`src/rtl/traffic_phase_controller.sv`:
```
// traffic_phase_controller
// N-way round-robin signal controller. Each approach has a plate FIFO and an
// adaptive green time driven by its queue length. Phases are separated by an
// all-red clearance. Removals from an approach without green are logged in a
// circular violation log that can be cycled on log_plate one entry per tick.
module traffic_phase_controller #(
  parameter int N_WAYS       = 4,
  parameter int PLATE_W      = 5,
  parameter int QDEPTH       = 32,
  parameter int LOG_DEPTH    = 16,
  parameter int TIME_W       = 7,
  parameter int GREEN_INIT   = 40,
  parameter int REG_MIN      = 40,
  parameter int REG_MAX      = 80,
  parameter int RUSH_MIN     = 30,
  parameter int RUSH_MAX     = 70,
  parameter int STEP         = 5,
  parameter int LOW_TH       = 10,
  parameter int HIGH_TH      = 20,
  parameter int ALLRED_TICKS = 1
) (
  input  logic                                        clk,
  input  logic                                        rst_n,
  input  logic                                        tick,
  input  logic                                        rush,
  input  logic                                        add_valid,
  input  logic [$clog2(N_WAYS)-1:0]                   add_way,
  input  logic                                        remove_valid,
  input  logic [$clog2(N_WAYS)-1:0]                   remove_way,
  input  logic [PLATE_W-1:0]                          plate_in,
  input  logic                                        display_en,
  input  logic                                        clear_log,
  output logic [N_WAYS-1:0]                           green,
  output logic [TIME_W-1:0]                           remaining,
  output logic [N_WAYS*($clog2(QDEPTH)+1)-1:0]        count,
  output logic [N_WAYS-1:0]                           q_full,
  output logic                                        drop,
  output logic [$clog2(LOG_DEPTH):0]                  viol_count,
  output logic [PLATE_W-1:0]                          log_plate
);

  localparam int WAY_W = $clog2(N_WAYS);
  localparam int PTR_W = $clog2(QDEPTH);
  localparam int CNT_W = PTR_W + 1;
  localparam int LOG_W = $clog2(LOG_DEPTH);
  localparam int TW1   = TIME_W + 1;

  localparam logic [CNT_W-1:0]  FULL_C     = CNT_W'(QDEPTH);
  localparam logic [CNT_W-1:0]  LOW_C      = CNT_W'(LOW_TH);
  localparam logic [CNT_W-1:0]  HIGH_C     = CNT_W'(HIGH_TH);
  localparam logic [TW1-1:0]    STEP_X     = TW1'(STEP);
  localparam logic [TW1-1:0]    REG_MIN_X  = TW1'(REG_MIN);
  localparam logic [TW1-1:0]    REG_MAX_X  = TW1'(REG_MAX);
  localparam logic [TW1-1:0]    RUSH_MIN_X = TW1'(RUSH_MIN);
  localparam logic [TW1-1:0]    RUSH_MAX_X = TW1'(RUSH_MAX);
  localparam logic [TIME_W-1:0] INIT_T     = TIME_W'(GREEN_INIT);
  localparam logic [TIME_W-1:0] ALLRED_T   = TIME_W'(ALLRED_TICKS);
  localparam logic [TIME_W-1:0] ONE_T      = TIME_W'(1);
  localparam logic [LOG_W:0]    LOG_FULL_C = (LOG_W+1)'(LOG_DEPTH);

  // The green-time decrement can only stay non-negative if every lower bound
  // is at least one adjustment step; clearance must last at least one tick.
  if (REG_MIN < STEP || RUSH_MIN < STEP || ALLRED_TICKS < 1) begin : gParamCheck
    $error("traffic_phase_controller: MIN bounds must be >= STEP and ALLRED_TICKS >= 1");
  end

  typedef enum logic {PH_GREEN, PH_ALLRED} phase_t;

  phase_t            state, stateNext;
  logic [WAY_W-1:0]  active, activeNext, nextWay;
  logic [TIME_W-1:0] remainingNext;
  logic [TIME_W-1:0] turnTime [N_WAYS];
  logic [TIME_W-1:0] turnTimeNext [N_WAYS];
  logic [TW1-1:0]    tBase, tAdj, tClamp, minX, maxX;
  logic [N_WAYS-1:0] greenVec;

  logic [CNT_W-1:0]   qCount [N_WAYS];
  logic [PLATE_W-1:0] qHead  [N_WAYS];
  logic [N_WAYS-1:0]  dropHit, remHit;

  logic               violPush, logWrite;
  logic [PLATE_W-1:0] logMem [LOG_DEPTH];
  logic [LOG_W-1:0]   logWr, dispOff, logOldest, logIdx;
  logic [LOG_W:0]     logCnt, dispNext;

  // ---------------------------------------------------------------------------
  // Per-approach plate FIFOs
  // ---------------------------------------------------------------------------
  for (genvar gi = 0; gi < N_WAYS; gi++) begin : gWay
    logic [PLATE_W-1:0] mem [QDEPTH];
    logic [PTR_W-1:0]   rdPtr, wrPtr;
    logic [CNT_W-1:0]   cnt;
    logic               doAdd, doRem, remOk, addOk;

    assign doAdd = add_valid && (add_way == WAY_W'(gi));
    assign doRem = remove_valid && (remove_way == WAY_W'(gi));
    // A remove frees the head slot in the same edge, so a full FIFO can still
    // take an add paired with a remove; an empty one ignores the remove.
    assign remOk = doRem && (cnt != '0);
    assign addOk = doAdd && ((cnt != FULL_C) || remOk);

    // Plate storage: write-only port, head is read from the pre-edge pointer
    always_ff @(posedge clk) begin
      if (addOk) mem[wrPtr] <= plate_in;
    end

    // Pointer and occupancy bookkeeping
    always_ff @(posedge clk or negedge rst_n) begin
      if (!rst_n) begin
        rdPtr <= '0;
        wrPtr <= '0;
        cnt   <= '0;
      end else begin
        if (addOk) wrPtr <= wrPtr + 1'b1;
        if (remOk) rdPtr <= rdPtr + 1'b1;
        if (addOk && !remOk)      cnt <= cnt + 1'b1;
        else if (remOk && !addOk) cnt <= cnt - 1'b1;
      end
    end

    assign qCount[gi]                 = cnt;
    assign qHead[gi]                  = mem[rdPtr];
    assign dropHit[gi]                = doAdd && !addOk;
    assign remHit[gi]                 = remOk;
    assign q_full[gi]                 = (cnt == FULL_C);
    assign count[gi*CNT_W +: CNT_W]   = cnt;
  end

  // Rejected-add indication, one cycle after the offending add
  always_ff @(posedge clk or negedge rst_n) begin
    if (!rst_n) drop <= 1'b0;
    else        drop <= |dropHit;
  end

  // ---------------------------------------------------------------------------
  // Phase FSM
  // ---------------------------------------------------------------------------
  assign greenVec = (state == PH_GREEN) ? (N_WAYS'(1) << active) : '0;
  assign green    = greenVec;

  // Phase state, active approach, countdown and learned green times
  always_ff @(posedge clk or negedge rst_n) begin
    if (!rst_n) begin
      state     <= PH_GREEN;
      active    <= '0;
      remaining <= INIT_T;
      for (int i = 0; i < N_WAYS; i++) turnTime[i] <= INIT_T;
    end else begin
      state     <= stateNext;
      active    <= activeNext;
      remaining <= remainingNext;
      turnTime  <= turnTimeNext;
    end
  end

  // Next-phase decision: adapt the upcoming approach's green time to its queue
  always_comb begin
    stateNext     = state;
    activeNext    = active;
    remainingNext = remaining;
    turnTimeNext  = turnTime;

    nextWay = (active == WAY_W'(N_WAYS - 1)) ? '0 : active + 1'b1;
    minX    = rush ? RUSH_MIN_X : REG_MIN_X;
    maxX    = rush ? RUSH_MAX_X : REG_MAX_X;
    tBase   = {1'b0, turnTime[nextWay]};

    if (qCount[nextWay] <= LOW_C)       tAdj = tBase + STEP_X;
    else if (qCount[nextWay] >= HIGH_C) tAdj = tBase - STEP_X;
    else                                tAdj = tBase;

    // Clamping every time also pulls a stale value into range after rush flips
    if (tAdj < minX)      tClamp = minX;
    else if (tAdj > maxX) tClamp = maxX;
    else                  tClamp = tAdj;

    if (tick) begin
      if (remaining > ONE_T) begin
        remainingNext = remaining - 1'b1;
      end else if (state == PH_GREEN) begin
        stateNext     = PH_ALLRED;
        remainingNext = ALLRED_T;
      end else begin
        stateNext             = PH_GREEN;
        activeNext            = nextWay;
        turnTimeNext[nextWay] = tClamp[TIME_W-1:0];
        remainingNext         = tClamp[TIME_W-1:0];
      end
    end
  end

  // ---------------------------------------------------------------------------
  // Violation log and display
  // ---------------------------------------------------------------------------
  assign violPush = remHit[remove_way] && !greenVec[remove_way];
  assign logWrite = violPush && !clear_log;

  // Log storage: a full log simply overwrites the oldest slot
  always_ff @(posedge clk) begin
    if (logWrite) logMem[logWr] <= qHead[remove_way];
  end

  // Log write pointer and saturating entry count; clear wins over a push
  always_ff @(posedge clk or negedge rst_n) begin
    if (!rst_n) begin
      logWr  <= '0;
      logCnt <= '0;
    end else if (clear_log) begin
      logWr  <= '0;
      logCnt <= '0;
    end else if (violPush) begin
      logWr <= logWr + 1'b1;
      if (logCnt != LOG_FULL_C) logCnt <= logCnt + 1'b1;
    end
  end

  assign dispNext  = {1'b0, dispOff} + 1'b1;
  assign logOldest = logWr - logCnt[LOG_W-1:0];
  assign logIdx    = logOldest + dispOff;

  // Display offset from the oldest entry; any log change restarts at oldest
  always_ff @(posedge clk or negedge rst_n) begin
    if (!rst_n) begin
      dispOff <= '0;
    end else if (!display_en || clear_log || violPush) begin
      dispOff <= '0;
    end else if (tick && (logCnt != '0)) begin
      dispOff <= (dispNext == logCnt) ? '0 : dispNext[LOG_W-1:0];
    end
  end

  assign viol_count = logCnt;
  assign log_plate  = (display_en && (logCnt != '0)) ? logMem[logIdx] : '0;

endmodule
```
`config.mk`:
```
export PLATFORM = sky130hd
export DESIGN_NAME = traffic_phase_controller
export DESIGN_NICKNAME = d
export VERILOG_FILES = /design/src/rtl/traffic_phase_controller.sv
export SDC_FILE = /design/constraint.sdc
export NUM_CORES = 1
export LEC_CHECK = 0
export CAP_MARGIN = 20
export CORE_ASPECT_RATIO = 0.5
export CORE_MARGIN = 2
export CORE_UTILIZATION = 54
export CTS_CLUSTER_SIZE = 8
export DETAILED_ROUTE_END_ITERATION = 10
export PLACE_DENSITY = 0.73
export SLEW_MARGIN = 20
export SYNTH_ARGS = -nofsm -noshare
export SYNTH_HDL_FRONTEND = slang
export SYNTH_SLANG_ARGS = --single-unit
```
`constraint.sdc`:
```
create_clock -name clk -period 4.3 [get_ports clk]
set_input_delay 0.86 -clock clk [delete_from_list [all_inputs] [get_ports clk]]
set_output_delay 0.86 -clock clk [all_outputs]
set_load 0.005 [all_outputs]
```
==> reports/results.ini, run 1 <==
[outcome]
status = completed

[worst_setup_path]
crit_path_frequent_cell = a211oi_1
worstPathCellList = inv_1 -> fa_1 -> fa_2 -> buf_12 -> buf_16 -> mux4_2 -> a211oi_1 -> a211oi_1 -> clkbuf_2
cp.required_ns = 3.44
path_max_fanout = 10
reg2reg_depth = 17
critical-path-max-stage-delay_ns = 0.62
crit_family = adder cells
worst_setup_path_end_kind = primary output
slowest_stage = fa_2
r2r_start = active[0]
critPathLaunch = dispOff[1]
path_buf_inv = 4
crit_arrival_ns = 3.34
worst_setup_path_start_kind = flop
critical_path_class = flop to primary output
cp.depth = 9

[global_route]
first_global_vias = 20158
grt_overflow_total = 0
grt_max_degree = 94
antenna_found_initial = 1
grtUsageTotal = 0.2296
grt_pass1_wl_um = 120600

[cts]
cts_buffers = 114
path_clk_slew_ns = 0.06
clockBufferDepth = 3
cts_sinks = 836
cts_tree = yes
worstSkewPairLatency_ns = 0.68
h-tree-depth = 3
root_buffer = clkbuf_16

[yosys]
synth_xor_xnor_area_share = 0.01907
netlist_top_cells_area = edfxtp_1, mux4_2, dfrtp_1, ha_1, nor2_1
syn_area_sq_um = 35900
netlist.area_leader.share = 0.6023
synth_mux_area_frac = 0.1624
synth_top_family_by_area = multiplexers
yosysMostFrequentCell = edfxtp_1
synth-simple-area-share = 0.05877
synth.avg_cell_area_sq_um = 17.50
yosys_register_bits = 836
synth_enable_flop_cells = 720
async_flop_share = 0.1388
synth_common_cells = edfxtp_1, mux4_2, nor2_1, nand2_1, dfrtp_1
yosysTopAreaCell = edfxtp_1
synth_ff_type = edfxtp_1
synth_compound_area_frac = 0.03273
synth_fa_ha_area_frac = 0.02691
ys_seq_area_frac = 0.6835
yosys_warnings = 0
synth_nets = 2141
ys_types = 71
syn_inst = 2051

[routing]
drt_wl_total_um = 77520
via_per_inst = 6.009
vias = 19498
drc = 0
wl_per_cell_um = 23.89
drtIter0Drc = 1955
dr.pass1.iters = 7
antenna_left = 0

[floorplan]
die_y_um = 186.3
ios = 67
die_x_um = 368.6
die_area_sq_um = 68680
core_area_sq_um = 65400
initial_core_util = 0.5489
row_count = 66

[sta]
slew_headroom = 0.2757
rsz0062_at_grt = yes
skew_ns = 0.02579
fmax_mhz = 238.3
hold_viol = 0
drv_slew = 0
report.final.setup_viol = 0
period_needed_ns = 4.196
min_period_over_period = 0.9757
tightest_slew_ns = 1.059

[final_layout]
instances_no_fill = 3245
nNetsFinal = 2353
fin_util = 0.6424
drive_gt1_frac = 0.2609
syn_to_final_growth_pct = 17.04
final_cell_area_sq_um = 42020
antenna_cells = 0

[place]
placed_cells = 3014
dp_hpwl_um = 48330
placed_area_sq_um = 38220
numPortBuffers = 66
place.gp.congestion = 0.8893

[pwr]
total_power_uw = 28250
cellPowerDensity_nw_per_um2 = 672.4
ir_drop_uv = 387.2
power.leakage_uw = 0.01397

[run]
maxCapViolCount = 0

[worst_hold_path]
hold_class = input port to asynchronous set/reset pin

==> state kept, by name, summed over array words and instances (netlist names) <==
register    flops
active          2
dispOff         4
drop            1
gWay.cnt       24
gWay.mem      640
gWay.rdPtr     20
gWay.wrPtr     20
logMem         80
logWr           4
remaining       7
state           1
turnTime       28
viol_count      5
==> per-stage QoR <==
stage	hold slack, ns	setup WS, ns	TNS, ns
2_1_floorplan	0.4588	0.005723	0
3_3_place_gp	0.4691	0.04274	0
3_5_place_dp	0.4799	-0.04565	-0.04565
4_1_cts	0.2377	0.0008704	0
5_1_grt	0.2512	-0.03623	-0.1399
6_report	0.2211	0.1044	0
==> report_power, final <==
group	switching [uW]	internal, uW	leakage, uW
clock network	3280	5010	0.00157
logic	4910	4840	0.00448
registers	780	9430	0.00793
total	8970	19300	0.0140
==> repair_timing <==
item / 4_1_cts / 5_1_grt
endpoints found under the setup margin: 14 / 35
buffers inserted: 6 / 8
hold endpoints to repair: 0 / 0
cloned: 3 / 0
resized for setup: 31 / 64
hold buffers: 0 / 0
pin swaps: 3 / 24
==> final timing paths <==
kind	end	slack, ns
max	log_plate[0]	0.10
min	gWay[1].cnt[3]	0.22
max reg2reg	turnTime[25]	0.12
min reg2reg	turnTime[5]	0.49
max in group asynchronous	remaining[3]	3.16
min in group clk	turnTime[5]	0.49
==> layout make-up <==
type                            count  area, sq um
Clock buffer                      209         3241
Clock inverter                      5        70.07
Fill cell                        4431        23390
Inverter                           57        217.7
Multi-Input combinational cell   1063        11120
Sequential cell                   836        24540
Tap cell                          884         1106
Timing Repair Buffer              191         1718
==> cells by family after synthesis <==
kind of cell	Yosys count
adders and majority gates	73
AOI/OAI and AO/OA	170
DFF	836
muxes	287
buffers and inverters	152
xor gates and xnor gates	76
and+or+nand+nor	457
==> cell usage in the layout (no fill, tap or decap), types with 6 or more instances in the layout <==
cell type        Yosys  routed
a211oi_1            16      10
o31ai_1             13      12
mux4_2             234     234
nand2_1            108     106
clkdlybuf4s50_1      0      55
nand4_1             15      15
or2_2               10       9
clkbuf_16            0     115
inv_1               56      49
a21oi_1             28      26
mux2i_1             30      26
clkbuf_1            62      93
nand3b_1            10      10
o21a_1               7       7
edfxtp_1           720     720
inv_2                0       7
buf_12               0       8
ha_1                66      58
dfstp_2             10      10
nand2b_1             6       6
ha_4                 0       6
o211ai_1             6       6
and2_1               6       6
xor2_1              12      12
o21ai_0             45      41
a211oi_2             1       6
or3b_2               7       7
a21o_1               6       6
nor3_1              23      22
nand3_1             23      23
mux2_2              23      23
fa_1                 7       6
or3_1                6       6
buf_4                2     116
xnor2_1             63      62
dfrtp_1            106      99
nor2b_1             18      14
o221ai_1             6       6
dfrtp_2              0       7
nor2_1             197     195
==> metal layers <==
layer  vias up  part of all wire  track usage
met5         -           0.00017            0
met3       125             0.067      0.04692
met4         2             0.019      0.05746
met1     10111              0.42       0.3267
li1       8548                 -            -
met2       712              0.49       0.3688
Power figures use the tool's default switching activity.
==> run 2: changes to the inputs <==
Settings changed: DONT_BUFFER_PORTS from default to 1, PLACE_DENSITY 0.73 to 0.72.
==> reports/results.ini, run 2 (same netlist as run 1, synthesis figures left out) <==
[sta]
min_period_over_period = 0.9780
rsz0062_at_grt = yes
drv_slew = 0
fmax_mhz = 237.8
tightest_slew_ns = 0.9843
skew_ns = 0.03337
hold_viol = 0
slew_headroom = 0.3268
period_needed_ns = 4.205
report.final.setup_viol = 0
hold_ws_ns = 0.04468

[global_route]
grt_overflow_total = 0
grt_max_degree = 129
first_global_vias = 19719
grtUsageTotal = 0.2272
antenna_found_initial = 1
grt_pass1_wl_um = 119200

[pwr]
ir_drop_uv = 365.7
cellPowerDensity_nw_per_um2 = 678.2
total_power_uw = 28000
power_frac_comb = 0.336
switchingPower_uw = 8881
internal_power_uw = 19120
power.leakage_uw = 0.01365
sw_frac_of_total = 0.3171
pwr-share-clk = 0.297
power_frac_seq = 0.367

[final_layout]
drive_gt1_frac = 0.2639
reg_top3 = gWay.mem x640, logMem x80, turnTime x28
nFillCells = 4430
nNetsFinal = 2273
fin_util = 0.6313
top_register = gWay.mem
syn_to_final_growth_pct = 15.02
antenna_cells = 0
largest_reg_flops = 640
layout_common_cells = edfxtp_1, mux4_2, nor2_1
final_common_cell = edfxtp_1
final_cell_area_sq_um = 41290

[worst_setup_path]
path_max_fanout = 5
crit_arrival_ns = 3.35
worst_setup_path_start_kind = flop
path_buf_inv = 6
slowest_stage = fa_2
critical-path-max-stage-delay_ns = 0.66
worst_setup_path_end_kind = primary output
crit_family = adder cells
cp.required_ns = 3.44
regToRegSetupSlack_ns = 0.11
worstPathCellList = inv_2 -> ha_4 -> inv_1 -> ha_2 -> inv_2 -> fa_2 -> buf_6 -> buf_4 -> mux4_2 -> mux2i_2 -> a211oi_2 -> buf_4
critical_path_class = flop to primary output

[floorplan]
die_y_um = 186.3
core_area_sq_um = 65400
ios = 67
initial_core_util = 0.5489
row_count = 66
die_x_um = 368.6
die_area_sq_um = 68680

[place]
placed_area_sq_um = 37410
place.gp.congestion = 0.9023
dp_hpwl_um = 46860
numPortBuffers = 0

[routing]
drtIter0Drc = 1819
dr.pass1.iters = 5
antenna_left = 0
via_per_inst = 6.048
drt_wl_total_um = 76400
drc = 0
vias = 19075
wl_per_cell_um = 24.22

[cts]
h-tree-depth = 3
cts_tree = yes
cts_sinks = 836
path_clk_slew_ns = 0.06
root_buffer = clkbuf_16
clockBufferDepth = 3
cts_buffers = 114
worstSkewPairLatency_ns = 0.67

[run]
maxCapViolCount = 0

[worst_hold_path]
hold_class = input port to asynchronous set/reset pin

[outcome]
status = completed

## run 2: cell types whose count changed in the layout (fill, tap and decap cells not counted), sizes merged
| cell | previous run | this run |
|---|---|---|
| clkinvlp | 1 | 0 |
| clkdlybuf4s50 | 55 | 0 |
| clkbuf | 211 | 198 |
| buf | 134 | 111 |
| inv | 59 | 56 |
| clkinv | 2 | 6 |
## run 2: final cells by class
type	instances	area [sq um]	share of cell area
Clock buffer	198	3209	0.07773
Clock inverter	5	122.6	0.002970
Inverter	57	215.2	0.005212
Multi-Input combinational cell	1063	11150	0.2701
Sequential cell	836	24550	0.5945
Tap cell	884	1106	0.02679
Timing Repair Buffer	111	937.1	0.02270
## run 2: path summary, 6_finish.rpt
check / start / cells after the start / to
setup / recovery: dispOff[0] / 12 / log_plate[2]
min in group clk: clear_log / 1 / viol_count[3]
max in group asynchronous: rst_n / 1 / viol_count[0]
hold / removal: rst_n / 0 / turnTime[3]
hold reg to reg: turnTime[13] / 1 / turnTime[13]
setup reg to reg: active[0] / 18 / remaining[2]
## run 2: through the flow
step / TNS [ns] / instances / setup WS (ns)
6_report: 0 / 3154 / 0.09471
5_1_grt: -0.2588 / 3154 / -0.05995
4_1_cts: 0 / 3145 / 0.0008915
3_5_place_dp: -1.596 / 2931 / -0.1420
3_3_place_gp: -0.03094 / 2931 / -0.03094
2_1_floorplan: 0 / 2051 / 0.005723
## run 2: worst register-to-register path: stages, from the launching register on
cell and delay [ns]:
dfrtp_2 0.44, ha_4 0.19, or2_4 0.25, mux4_2 0.49
ha_4 0.19, or2_2 0.32, a31oi_4 0.19, xor2_2 0.20
inv_2 0.10, ha_4 0.25, nor2b_4 0.12, o21ai_4 0.08
a211o_1 0.27, nand4_1 0.10, buf_6 0.13, nor2_4 0.05
o21ai_4 0.21, o221ai_4 0.16, a221o_1 0.33
## run 2: repair_timing
action | in CTS | in global routing
buffers inserted | 10 | 9
endpoints found under the hold margin | 106 | 0
pin swaps | 6 | 25
endpoints found under the setup margin | 33 | 33
hold buffers | 1 | 0
gates resized for setup | 13 | 70
## run 2: layer usage
metal,global-route usage,routed length (um),share of wire
met1,0.3366,33300,0.44
met3,0.04251,5277,0.069
met5,0,0,0
met4,0.06609,1876,0.025
met2,0.3494,35950,0.47
## run 2: power by group through the flow
stage,Clock [uW],Combinational (uW),Sequential [uW]
2_1_floorplan,0,6260,9930
5_1_grt,8790,10100,10400
6_report,8310,9410,10300
3_5_place_dp,0,8440,10400
3_3_place_gp,0,8310,10400
4_1_cts,8410,8720,10300
==> run 3: changes to the inputs <==
--- a/config.mk
+++ b/config.mk
@@ -7,3 +7,2 @@
 export LEC_CHECK = 0
-export CAP_MARGIN = 20
 export CORE_ASPECT_RATIO = 0.5
==> constraint.sdc (replaced) <==
create_clock -name clk -period 4.3 [get_ports clk]
set_input_delay 1.29 -clock clk [delete_from_list [all_inputs] [get_ports clk]]
set_output_delay 1.29 -clock clk [all_outputs]
set_load 0.005 [all_outputs]
==> reports/results.ini, run 3 (same netlist as run 1, synthesis figures left out) <==
[sta]
setup_slack_ns = -0.2600
tightest_slew_ns = 0.8499
hold_viol = 0
fmax_mhz = 219.3
rsz0062_at_grt = yes
slew_headroom = 0.4274
finalSetupTns_ns = -1.255
report.final.setup_viol = 5
hold_ws_ns = 0.3178
min_period_over_period = 1.060
drv_slew = 0
skew_ns = 0.02556
period_needed_ns = 4.560

[outcome]
status = complete, but fails checks
failed_checks = negative setup slack

[pwr]
power_frac_seq = 0.372
internal_power_uw = 19060
sw_frac_of_total = 0.3156
power_frac_comb = 0.333
cellPowerDensity_nw_per_um2 = 673.4
power.leakage_uw = 0.01367
pwr-share-clk = 0.294
switchingPower_uw = 8787
ir_drop_uv = 431.2
total_power_uw = 27850

[cts]
cts_sinks = 836
h-tree-depth = 3
worstSkewPairLatency_ns = 0.67
path_clk_slew_ns = 0.05
cts_buffers = 114
root_buffer = clkbuf_16
cts_tree = yes
clockBufferDepth = 3

[worst_setup_path]
path_max_fanout = 7
regToRegSetupSlack_ns = 0.07
critical-path-max-stage-delay_ns = 0.59
worstPathCellList = inv_2 -> fa_2 -> fa_2 -> buf_12 -> mux4_2 -> nor2b_4 -> a211oi_2 -> a211oi_2 -> buf_4
regToRegEndpoint = turnTime[14]
worst_setup_path_end_kind = primary output
r2r_start = active[0]
worst_setup_path_start_kind = flop
reg2reg_depth = 20
crit_arrival_ns = 3.27
cp.required_ns = 3.01
slowest_stage = fa_2
critical_path_class = flop to primary output

[final_layout]
layout_common_cells = edfxtp_1, mux4_2, nor2_1
fin_util = 0.6323
antenna_cells = 0
instances_no_fill = 3165
reg_top3 = gWay.mem x640, logMem x80, turnTime x28
final_common_cell = edfxtp_1
nNetsFinal = 2282
largest_reg_flops = 640
syn_to_final_growth_pct = 15.19
top_register = gWay.mem
drive_gt1_frac = 0.2687

[routing]
drtIter0Drc = 2097
drt_wl_total_um = 76210
via_per_inst = 6.062
dr.pass1.iters = 5
antenna_left = 0
wl_per_cell_um = 24.08
vias = 19185
drc = 0

[floorplan]
row_count = 66
core_area_sq_um = 65400
die_area_sq_um = 68680
initial_core_util = 0.5489
ios = 67
die_y_um = 186.3
die_x_um = 368.6

[place]
dp_hpwl_um = 46950
place.gp.congestion = 0.8831
numPortBuffers = 0
placed_cells = 2937

[worst_hold_path]
hold_class = input port to asynchronous set/reset pin

[run]
maxCapViolCount = 0

[global_route]
grtUsageTotal = 0.2259
first_global_vias = 19455
grt_max_degree = 129
antenna_found_initial = 0
grt_pass1_wl_um = 118400
grt_overflow_total = 0

[run 3: cell count changes in the layout (fill, tap and decap cells not counted), sizes merged]
cell / change
inv: +4
buf: +9
clkinv: -4
clkbuf: +2
[run 3: how the worst max path moves through the flow]
stage	slack, ns	to	startpoint	cells after the start
2_1_floorplan	0.006	remaining[2]	active[0]	18
3_3_place_gp	-0.02	remaining[2]	active[0]	18
3_5_place_dp	-0.16	remaining[2]	active[1]	19
4_1_cts	-0.37	log_plate[1]	viol_count[1]	8
5_1_grt	-0.38	log_plate[3]	logWr[1]	9
6_report	-0.26	log_plate[3]	logWr[1]	9
[run 3: cell type report]
class	count	area (sq um)
clock inverter	5	76.32
tap	884	1106
multi-input combinational	1063	11190
fill	4448	24050
clock buffer	200	3196
timing repair buffer	120	1023
inverter	57	215.2
sequential	836	24550
[run 3: critical path, delay by kind of cell, from the launching register on]
kind | cells | cell delay, ns
AOI/OAI and AO/OA | 2 | 0.32
adders and majority gates | 2 | 1.04
buffers and inverters | 3 | 0.41
DFF | 1 | 0.39
muxes | 1 | 0.31
and+or+nand+nor | 1 | 0.15
[run 3: per-layer routing]
metal / vias to the layer above / global-route usage / wire [um]
li1: 8387 / - / -
met3: 118 / 0.04881 / 5827
met2: 759 / 0.3441 / 35900
met1: 9921 / 0.3364 / 33000
met5: - / 0 / 0
met4: 0 / 0.05793 / 1486
[run 3: power by group through the flow]
stage	logic, uW	registers [uW]	clock network (uW)
2_1_floorplan	6260	9930	0
3_3_place_gp	8220	10500	0
3_5_place_dp	8340	10500	0
4_1_cts	8640	10400	8330
5_1_grt	10000	10500	8700
6_report	9280	10400	8200
[run 3: what timing repair did]
action	4_1_cts	5_1_grt
resized for setup	20	66
pin swaps	6	28
hold buffers	0	0
gates cloned	1	1
setup endpoints to repair	31	35
setup buffers	10	11
[run 3: per-stage QoR]
step,setup slack (ns),area [sq um]
floorplan,0.005723,35970
global placement,-0.01842,37480
detailed placement,-0.1580,37480
CTS,-0.3674,40920
global route,-0.3827,41350
finish,-0.2600,41350
